===== src/rtl/servo_pkg.sv =====
// servo_pkg: default servo timing constants and the frame counter type
package servo_pkg;
  localparam int CLK_HZ = 25_000_000;
  localparam int PERIOD_CYC = 500_000;
  localparam int MIN_CYC = 25_000;
  localparam int MAX_CYC = 50_000;
  localparam int CNT_W = $clog2(PERIOD_CYC);
  typedef logic [CNT_W-1:0] cnt_t;
endpackage


===== src/rtl/servo_pwm_gen.sv =====
// servo_pwm_gen: frame counter, frame-boundary width latch and registered pwm output
module servo_pwm_gen
  import servo_pkg::*;
#(
  parameter int PERIOD_CYC = servo_pkg::PERIOD_CYC,
  parameter int MIN_CYC = servo_pkg::MIN_CYC,
  parameter int W = $clog2(PERIOD_CYC)
) (
  input  logic         clk,
  input  logic         rst,
  input  logic [W-1:0] width,
  output logic         pwm
);
  logic [W-1:0] cnt;
  logic [W-1:0] frame_width;
  logic         last;
  assign last = cnt == W'(PERIOD_CYC - 1);
  // free-running frame counter, wraps straight back to 0
  always_ff @(posedge clk or posedge rst)
    if (rst) cnt <= '0;
    else cnt <= last ? '0 : cnt + 1'b1;
  // pulse width is only taken at the frame boundary so a pulse is never cut or stretched
  always_ff @(posedge clk or posedge rst)
    if (rst) frame_width <= W'(MIN_CYC);
    else if (last) frame_width <= width;
  // high for the first frame_width counts of every frame
  always_ff @(posedge clk or posedge rst)
    if (rst) pwm <= 1'b0;
    else pwm <= cnt < frame_width;
endmodule


===== src/rtl/servo_pwm_top.sv =====
// servo_pwm_top: switch-selected two-position 50 Hz hobby-servo pwm generator
module servo_pwm_top
  import servo_pkg::*;
#(
  parameter int CLK_HZ = servo_pkg::CLK_HZ,
  parameter int PERIOD_CYC = servo_pkg::PERIOD_CYC,
  parameter int MIN_CYC = servo_pkg::MIN_CYC,
  parameter int MAX_CYC = servo_pkg::MAX_CYC
) (
  input  logic clk,
  input  logic rst,
  input  logic sw,
  output logic salida
);
  localparam int W = $clog2(PERIOD_CYC);
  if (!(CLK_HZ > 0 && MIN_CYC > 0 && MIN_CYC <= MAX_CYC && MAX_CYC < PERIOD_CYC)) begin : g_bad_params
    $fatal(1, "servo_pwm_top: need 0 < MIN_CYC <= MAX_CYC < PERIOD_CYC");
  end
  logic         sw_m;
  logic         sw_s;
  logic [W-1:0] width;
  // two-flop synchronizer for the asynchronous switch
  always_ff @(posedge clk or posedge rst)
    if (rst) {sw_s, sw_m} <= 2'b00;
    else {sw_s, sw_m} <= {sw_m, sw};
  assign width = sw_s ? W'(MAX_CYC) : W'(MIN_CYC);
  servo_pwm_gen #(
    .PERIOD_CYC(PERIOD_CYC),
    .MIN_CYC(MIN_CYC),
    .W(W)
  ) u_gen (
    .clk(clk),
    .rst(rst),
    .width(width),
    .pwm(salida)
  );
endmodule


===== config.mk =====
export PLATFORM = sky130hd
export DESIGN_NAME = servo_pwm_top
export DESIGN_NICKNAME = d
export VERILOG_FILES = /design/src/rtl/servo_pkg.sv /design/src/rtl/servo_pwm_gen.sv /design/src/rtl/servo_pwm_top.sv
export SDC_FILE = /design/constraint.sdc
export NUM_CORES = 1
export LEC_CHECK = 0
export CORE_MARGIN = 2
export CORE_UTILIZATION = 53
export DETAILED_ROUTE_END_ITERATION = 6
export MAX_ROUTING_LAYER = met4
export PLACE_DENSITY = 0.72
export SYNTH_ARGS = -nofsm -noshare
export SYNTH_HDL_FRONTEND = slang
export SYNTH_HIERARCHICAL = 1
export SYNTH_SLANG_ARGS = --single-unit

===== constraint.sdc =====
create_clock -name clk -period 6.1 [get_ports clk]
set_clock_uncertainty 0.2 [all_clocks]
set_input_delay 0.61 -clock clk [delete_from_list [all_inputs] [get_ports clk]]
set_output_delay 0.61 -clock clk [all_outputs]
set_load 0.02 [all_outputs]

== After elaboration in Yosys (flattened, before gate mapping) ==
Cells that the tools add are included.
Word-level totals
  register bits after elaboration: 41
  bits of input ports: 3
  logic and storage cells: 10
Operators by class
  $add $sub $neg: 1
  $lt $le $gt $ge: 1
  equal/unequal tests: 1
  muxes and demuxes: 2
Operators by type and width (count)
  19-bit by 1-bit adder with 19-bit output, second input constant: 1
  19-bit equality test, second input constant: 1
  19-bit less-than comparator: 1
  19-bit two-way mux: 1
  16-bit two-way mux: 1

== Longest topological paths before layout ==
Gate-level depths: netlist of the first run.
  depth after elaboration: 2
  gate-level depth with buffers: 7

== Hierarchy ==
Netlist of the first run, hierarchy kept.
Modules (own cells, without submodules)
  servo_pwm_gen: instances 1, cells an instance 207, area each 2059.5 um2
  servo_pwm_top: instances 1, cells an instance 6, area each 65.1 um2

== Worst setup path after synthesis of the first run ==
Ideal clock, no wire load.
  kind: register to register
  from: register u_gen.cnt[0]
  to: register u_gen.frame_width[0]
  setup time: 0.125 ns
  data arrival time: 1.652 ns
  required time: 5.775 ns
  path slack: 4.123 ns
  stages on the path, launching flop included: 6
  path buffers: 0
  period minus slack after synthesis: 1.977 ns
  cell sequence: dfrtp_1 > ha_1 > and4_4 > nand4_4 > nor3_4 > mux2_2
On the way
  word-level cells in the longest chain between the ends: 1
Ends and longest elaborated chain
  start, declared: RTL line servo_pwm_gen.sv:14  | logic [W-1:0] cnt;
  start signal, assigned: RTL line servo_pwm_gen.sv:21  | else cnt <= last ? '0 : cnt + 1'b1;
  19-bit equality test: RTL line servo_pwm_gen.sv:17  | assign last = cnt == W'(PERIOD_CYC - 1);
  end signal, assigned: RTL line servo_pwm_gen.sv:24  | if (rst) frame_width <= W'(MIN_CYC);
  end signal, assigned: RTL line servo_pwm_gen.sv:25  | else if (last) frame_width <= width;
  end, declared: RTL line servo_pwm_gen.sv:15  | logic [W-1:0] frame_width;
No other way between the ends.
A chain may end at the register's enable or synchronous reset.

== Worst setup path after layout of the first run ==
Ends and elaborated chain as after synthesis.

==> results of run 1 <==
registers in the layout (all words and copies together), names as in the netlist:
signal / flops
sw_s: 1
u_gen/frame_width: 19
u_gen/cnt: 19
sw_m: 1
u_gen/pwm: 1
power by group:
part           total (µW)  switching (µW)  internal, µW
clock network         193            91.0           102
logic                8.38            6.57          1.81
registers             273           0.579           272
total                 475            98.1           376
critical path, cell delays in order (launching register included):
cell     delay (ns)
dfrtp_1        0.40
ha_1           0.22
and4_4         0.27
nand4_4        0.12
nor3_4         0.60
buf_4          0.37
mux2_2         0.36
cells by family after synthesis:
logic type | share of synthesized area, %
AND/OR/NAND/NOR | 18.4
flip-flops | 48.6
AO/OA/AOI/OAI | 9.25
buffers and inverters | 5.36
adder cells (fa/ha/maj) | 11.2
XOR/XNOR | 5.77
other | 0.353
multiplexers | 1.00
Yosys cell counts, types with 4 or more instances:
cell type,number
nand2_1,30
o21ai_0,21
nand4_1,5
xor2_1,9
nand3_1,10
a21oi_1,8
ha_1,19
dfrtp_1,35
and4_1,4
dfstp_2,6
xnor2_1,5
nor2_1,10
inv_1,21
path summary, 6_finish.rpt:
check,from,endpoint,cells past startpoint
worst min-delay path,sw_m,sw_s,0
max in group asynchronous,rst,u_gen/frame_width[14],3
worst min register to register,sw_m,sw_s,0
worst max register to register,u_gen/cnt[0],u_gen/frame_width[0],6
worst max-delay path,u_gen/cnt[0],u_gen/frame_width[0],6
min in group asynchronous,rst,sw_m,2
metrics by stage:
step	std cells	hold WS (ns)	util (%)	total power, µW
6_report	281	0.162	59.6	475
5_1_grt	281	0.181	59.6	495
4_1_cts	281	0.164	59.6	483
3_5_place_dp	273	0.136	57.0	287
3_3_place_gp	273	0.138	57.0	287
2_1_floorplan	222	0.131	-	283
cell type report:
| type | count | area, µm² | area share (%) |
|---|---|---|---|
| Sequential cell | 41 | 1030 | 44.3 |
| Multi-Input combinational cell | 156 | 1010 | 43.3 |
| Clock buffer | 7 | 96.3 | 4.13 |
| Inverter | 21 | 78.8 | 3.38 |
| Tap cell | 50 | 62.6 | 2.68 |
| Timing Repair Buffer | 5 | 45.0 | 1.93 |
| Clock inverter | 1 | 5.00 | 0.215 |
layer usage:
| layer | global-route usage, % | vias up | share of wire [%] |
|---|---|---|---|
| met5 | - | - | 0 |
| met4 | 7.40 | 0 | 1.7 |
| met3 | 5.67 | 5 | 3.2 |
| met2 | 31.1 | 18 | 48 |
| met1 | 25.0 | 697 | 47 |
| li1 | - | 744 | - |
==> impl_metrics.json, run 1 <==
{
  "outcome": "completed",
  "area_delta_synth_final_pct": 9.78,
  "dr.pass1.iters": 4,
  "io_pins": 4,
  "cts.sinks": 41,
  "die_h_um": 67.3,
  "setup_ws_ns": 3.45,
  "post_dp_cell_area_um2": 2230,
  "synth_area_um2": 2120,
  "fp.dieArea_um2": 4530,
  "tightest_slew_ns": 0.651,
  "slew_violations": 0,
  "tns_ns": 0,
  "path_clk_slew_ns": 0.07,
  "synthCells": 213,
  "drive_above_1_share_pct": 8.66,
  "clk_latency_ns": 0.29,
  "final_common_cell": "dfrtp_1",
  "synth_area_leaders": "dfrtp_1 41%, ha_1 11%, dfstp_2 7.4%, nand2_1 5.3%, o21ai_0 4.9%",
  "die-width_um": 67.3,
  "cts.repair.resized": 0,
  "start_util_pct": 54.3,
  "gp_congestion": 0.789,
  "ys_seq_elements": 41,
  "netlist-cell-type-count": 35,
  "r2r_setup_slack_ns": 3.45,
  "yosysSeqAreaShare_pct": 48.6,
  "mostFrequentLayoutCells": "35 x dfrtp_1, 30 x nand2_1, 21 x inv_1, 21 x o21ai_0, 19 x ha_1",
  "async_flop_share_pct": 100,
  "vias": 1464,
  "nFillCells": 356,
  "end_kind": "flip-flop",
  "rsz0062_at_grt": "no",
  "dp.final_hpwl_um": 2590,
  "yosysTopAreaCell": "dfrtp_1",
  "via_per_inst": 5.21,
  "layout_worst_path_cycle_share_pct": 43.4,
  "synth_ff_type": "dfrtp_1",
  "groute.usage.overall_pct": 20.0,
  "powerDensity_nw_per_um2": 204,
  "grt_max_degree": 40,
  "start_kind": "flip-flop",
  "placementRows": 23,
  "arrival_ns": 2.63,
  "post_cts_buffers": 0,
  "fin_crit_ns": 2.65,
  "cts_tree": "yes",
  "numCtsBuffers": 5,
  "preCtsSetupSlack_ns": 3.46,
  "synth_area_per_cell_um2": 9.97,
  "htreeDepth": 2,
  "hp-class": "reg -> reg",
  "antenna_found_initial": 0,
  "wirelength_um": 3590,
  "grt_pass1_vias": 1426,
  "cts_buffer_depth": 2,
  "ys.warnings.count": 6,
  "holdBufCountCts": 0,
  "synth_top_cell_area_share_pct": 41.2,
  "max-cap-violations": 0,
  "root_buffer": "clkbuf_8",
  "grt_pass1_wl_um": 6470,
  "synth_edf_count": 0,
  "diodes": 0,
  "worstSetupPathType": "reg -> reg",
  "coreArea_um2": 3910,
  "design_area_um2": 2330,
  "peakVddDrop_uv": 143,
  "leakage_uw": 0.00115,
  "portBuffers": 3,
  "crit_required_ns": 6.08,
  "grt.overflow.total": 0,
  "drtIter0Drc": 75,
  "layout.nets": 252,
  "antenna_left": 0,
  "wire_per_inst_um": 12.8,
  "slew_headroom_pct": 56.5,
  "drc": 0,
  "finalSetupViolCount": 0,
  "hold_viol": 0,
  "cp_max_fo": 26,
  "fmaxAchievable_mhz": 377
}
(Power assumes the default switching activity.)
==> inputs of run 2 (changes only) <==
- PLACE_DENSITY: 0.72 -> 0.75
- clock period: 6.1 -> 2.4 ns (I/O delays scaled with it)
==> run 2 against run 1 <==
Wire length is 0.20% higher. Sequential power grew to 2.5 times the previous value. Die area stayed put. Hold slack worse by 0.0062 ns. Flip-flop and latch count stayed put. Maximum frequency is 34% higher. Non-clock buffer count is 4 higher. Critical path type unchanged. Highest routed layer unchanged.
==> impl_metrics.json, run 2 (same netlist as run 1, synthesis figures left out) <==
{
  "outcome": "completed",
  "path_delay_family": "simple AND/OR/NAND/NOR gates",
  "post-place-cells": 276,
  "htreeDepth": 2,
  "drive_above_1_share_pct": 9.36,
  "mostFrequentLayoutCells": "35 x dfrtp_1, 30 x nand2_1, 21 x inv_1, 21 x o21ai_0, 19 x ha_1",
  "placementRows": 23,
  "reg_top3": "u_gen/cnt x19, u_gen/frame_width x19",
  "cp_max_fo": 19,
  "grt_max_degree": 40,
  "crit_required_ns": 2.41,
  "crit_cells": 7,
  "hold_depth": 0,
  "layout.nets": 256,
  "cts_buffer_depth": 2,
  "clk_latency_ns": 0.30,
  "groute.usage.overall_pct": 19.2,
  "worst_path_largest_cell_delay_ns": 0.41,
  "via_per_inst": 5.07,
  "final_common_cell": "dfrtp_1",
  "powerDensity_nw_per_um2": 492,
  "critical_path_buf_inv_count": 1,
  "grt_pass1_wl_um": 6220,
  "drtIter0Drc": 69,
  "coreArea_um2": 3910,
  "worstSetupPathType": "reg -> reg",
  "worst_path_max_delay_cell": "dfrtp_1",
  "leakage_uw": 0.00116,
  "final_cells": 285,
  "hold_viol": 0,
  "wire_per_inst_um": 12.6,
  "vias": 1446,
  "layout_worst_path_cycle_share_pct": 82.1,
  "arrival_ns": 1.99,
  "portBuffers": 3,
  "fmaxAchievable_mhz": 507,
  "rsz0062_at_grt": "no",
  "grt_pass1_vias": 1416,
  "finalSetupViolCount": 0,
  "wirelength_um": 3590,
  "hp-class": "reg -> reg",
  "area_delta_synth_final_pct": 10.4,
  "max-cap-violations": 0,
  "root_buffer": "clkbuf_8",
  "numCtsBuffers": 5,
  "peakVddDrop_uv": 333,
  "start_util_pct": 54.3,
  "die-width_um": 67.3,
  "crit_chain": "ha_1, and4_4, nand4_4, nor3_4, buf_4, nand2_1, o21ai_0",
  "antenna_found_initial": 0,
  "end_kind": "flip-flop",
  "antenna_left": 0,
  "hold_slack_ns": 0.156,
  "fp.dieArea_um2": 4530,
  "dp.final_hpwl_um": 2580,
  "slew_violations": 0,
  "cts_tree": "yes",
  "drc": 0,
  "cts.sinks": 41,
  "grt.overflow.total": 0,
  "nFillCells": 338,
  "reg2reg_depth": 7,
  "diodes": 0,
  "path_clk_slew_ns": 0.08,
  "io_pins": 4,
  "gp_congestion": 0.797,
  "die_h_um": 67.3,
  "power_uw": 1150,
  "start_kind": "flip-flop",
  "fin_crit_ns": 1.97,
  "dr.pass1.iters": 4,
  "tns_ns": 0
}
## run 2: cell types whose count changed in the layout (fill, tap and decap cells not counted)
cell           before  now
buf_4               2    5
clkbuf_8            7    5
clkbuf_1            0    1
clkinv_2            1    2
dlygate4sd3_1       0    1
## run 2: metal layers
layer | vias to the layer above | track usage, % | part of all wire (%)
met5 | - | - | 0
met2 | 8 | 29.1 | 46
li1 | 753 | - | -
met4 | 0 | 9.18 | 1.5
met1 | 680 | 24.6 | 50
met3 | 5 | 4.00 | 1.9
## run 2: what timing repair did
item                                    CTS  global route
endpoints found under the hold margin     2             0
setup buffers                             0             0
gates resized for setup                   0             0
hold buffers                              1             0
endpoints found under the setup margin    0             0
## run 2: final cells by class
| type | count | area [µm²] | area share, % |
|---|---|---|---|
| repair buffers | 9 | 77.6 | 3.31 |
| inverters | 21 | 78.8 | 3.36 |
| well taps | 50 | 62.6 | 2.67 |
| clock inverters | 2 | 10.0 | 0.427 |
| flip-flops and latches | 41 | 1030 | 44.1 |
| multi-input cells | 156 | 1010 | 43.1 |
| clock buffers | 6 | 72.6 | 3.09 |
## run 2: worst paths after layout
path	start	endpoint	slack, ns
min in group asynchronous	rst	sw_m	0.46
min	sw_m	sw_s	0.16
max in group asynchronous	rst	u_gen/frame_width[14]	0.91
max reg2reg	u_gen/cnt[0]	u_gen/frame_width[7]	0.43
min reg2reg	sw_m	sw_s	0.16
max	u_gen/cnt[0]	u_gen/frame_width[7]	0.43
## run 2: metrics by stage
step	setup slack, ns	utilization, %	cell area, µm²
floorplan	0.423	-	2160
global placement	0.504	57.6	2250
detailed placement	0.438	57.6	2250
CTS	0.421	59.9	2350
global route	0.275	59.9	2350
finish	0.429	59.9	2350
## run 2: power by group
part | switching [µW] | total [µW] | internal, µW
combinational | 16.3 | 22.0 | 5.65
clock | 236 | 437 | 202
sequential | 1.58 | 694 | 692
## run 2: worst reg2reg max path, delay by kind of cell (launching register included)
| kind | cells | cell delay, ns |
|---|---|---|
| AO/OA/AOI/OAI | 1 | 0.08 |
| adder cells (fa/ha/maj) | 1 | 0.22 |
| buffers and inverters | 1 | 0.25 |
| flip-flops | 1 | 0.41 |
| AND/OR/NAND/NOR | 4 | 0.73 |
==> RTL change (config.mk and constraints of run 2) <==
Reset style: synchronous (`rst`), changed in 4 clocked blocks. Comments in the files are not updated.
--- a/src/rtl/servo_pwm_gen.sv
+++ b/src/rtl/servo_pwm_gen.sv
@@ -16,15 +16,15 @@
   logic         last;
   assign last = cnt == W'(PERIOD_CYC - 1);
   // free-running frame counter, wraps straight back to 0
-  always_ff @(posedge clk or posedge rst)
+  always_ff @(posedge clk)
     if (rst) cnt <= '0;
     else cnt <= last ? '0 : cnt + 1'b1;
   // pulse width is only taken at the frame boundary so a pulse is never cut or stretched
-  always_ff @(posedge clk or posedge rst)
+  always_ff @(posedge clk)
     if (rst) frame_width <= W'(MIN_CYC);
     else if (last) frame_width <= width;
   // high for the first frame_width counts of every frame
-  always_ff @(posedge clk or posedge rst)
+  always_ff @(posedge clk)
     if (rst) pwm <= 1'b0;
     else pwm <= cnt < frame_width;
 endmodule
--- a/src/rtl/servo_pwm_top.sv
+++ b/src/rtl/servo_pwm_top.sv
@@ -20,7 +20,7 @@
   logic         sw_s;
   logic [W-1:0] width;
   // two-flop synchronizer for the asynchronous switch
-  always_ff @(posedge clk or posedge rst)
+  always_ff @(posedge clk)
     if (rst) {sw_s, sw_m} <= 2'b00;
     else {sw_s, sw_m} <= {sw_m, sw};
   assign width = sw_s ? W'(MAX_CYC) : W'(MIN_CYC);
Behaviour: differs if rst is asserted again (counterexample within 4 cycles, from zero or initial values and one cycle with rst high); with rst held inactive, the same outputs for 10 cycles.
==> RTL change against run 2 <==
  * Sequential power barely moved
  * Setup slack got worse by 0.20 ns
  * Critical path depth down 1
  * Sequential cell count stayed put
  * Total power increased by 3.2%
  * Synthesized area shrank 5.5%
  * Sequential share of layout area shrank 7.2 points
  * Routed wire length increased by 1.2%
  * Final area is 5.1% lower
  * Critical path type unchanged
==> RTL change: results (changes against run 2) <==
dpl cell area 2140 um2 (-5.0%); GRT Total Usage 20.2% (+1.1 points); ys async rst share 0% (-100 points); placed cell count 283 (+2.5%); Synth top cells by count dfxtp_1, nor2_1, inv_1, ha_1, mux2i_1; Max VDD drop 324 uV (-2.8%); syn_area_per_cell 9.04 um2 (-9.4%); run status complete, no violations; Primary FF master, synth dfxtp_1; placed wire-length estimate 2720 um (+5.3%); layout cell share with drive strength beyond 1 6.20% (-3.2 points); Worst Path Arrival 2.15 ns (+0.16 ns); LEAKAGE 0.955 nW (-18%); multiplexer area fraction after synthesis 6.48% (+5.5 points); Synth cell types 32 (-8.6%); global-route wire length before repair 6430 um (+3.3%); Synth Area in Adders 11.8% (+0.66 points); filler instances 327 (-3.3%); placer congestion estimate 0.801 (+0.49%); crit path max fanout 17 (-2); Synth Area in Compound Gates 6.98% (-2.3 points); Post-Synth XOR/XNOR Area 7.42% (+1.6 points); vias in the first global route 1,378 (-2.7%); post-synthesis sequential area ratio 40.9% (-7.7 points); Iteration-0 DRC Markers 95 (+38%); Final nets 264 (+3.1%); pre-CTS setup slack 0.282 ns (-0.156 ns)
==> RTL change: cell count changes after synthesis, moves of 3 or more <==
cell,change
and3_1,+4
dfrtp_1,-35
dfstp_2,-6
dfxtp_1,+41
mux2i_1,+12
nand2_1,-18
nand4_1,+3
nor2_1,+26
o211ai_1,+6
o21ai_0,-20
==> RTL change: report_power, final <==
| part | total, mW | switching (mW) | leakage, nW | internal (mW) |
|---|---|---|---|---|
| Clock | 0.454 | 0.226 | 0.0443 | 0.228 |
| Sequential | 0.693 | 0.00684 | 0.332 | 0.687 |
| Combinational | 0.0424 | 0.0246 | 0.579 | 0.0178 |
| Total | 1.19 | 0.258 | 0.955 | 0.933 |
==> RTL change: cells by family (layout without fill, tap and decap cells) <==
| kind of cell | after synthesis | count (layout) |
|---|---|---|
| xor gates and xnor gates | 17 | 17 |
| DFF | 41 | 41 |
| other | 2 | 11 |
| adders and majority gates | 19 | 19 |
| muxes | 13 | 13 |
| and+or+nand+nor | 81 | 81 |
| AOI/OAI and AO/OA | 21 | 21 |
| buffers and inverters | 28 | 39 |
==> RTL change: area by class of cell <==
| type | instances | area (um2) | area share, % |
|---|---|---|---|
| Clock buffer | 7 | 86.3 | 3.88 |
| Inverter | 22 | 82.6 | 3.71 |
| Multi-Input combinational cell | 162 | 1090 | 49.2 |
| Sequential cell | 41 | 821 | 36.9 |
| Tap cell | 48 | 60.1 | 2.70 |
| Timing Repair Buffer | 10 | 82.6 | 3.71 |
==> RTL change: final timing paths <==
check	end	cells after the start	startpoint	slack, ns
min reg2reg	sw_s$_SDFF_PP0_	1	sw_m$_SDFF_PP0_	0.25
min	sw_s$_SDFF_PP0_	1	sw_m$_SDFF_PP0_	0.25
max	u_gen/frame_width[9]$_SDFFE_PP0P_	6	u_gen/cnt[15]$_SDFF_PP0_	0.23
max reg2reg	u_gen/frame_width[9]$_SDFFE_PP0P_	6	u_gen/cnt[15]$_SDFF_PP0_	0.23
==> RTL change: per-layer routing <==
| metal | global-route usage (%) | routed length, um | share of wire [%] |
|---|---|---|---|
| met1 | 26.4 | 1800 | 49 |
| met2 | 29.3 | 1610 | 44 |
| met3 | 6.16 | 145 | 4.0 |
| met4 | 8.07 | 79 | 2.2 |
| met5 | - | 0 | 0 |
==> RTL change: critical path: stages, from the launching register on <==
cell,delay (ns)
dfxtp_1,0.41
nand3_1,0.14
or4b_4,0.52
nor3_4,0.23
buf_4,0.28
mux2i_1,0.22
nor2_1,0.05
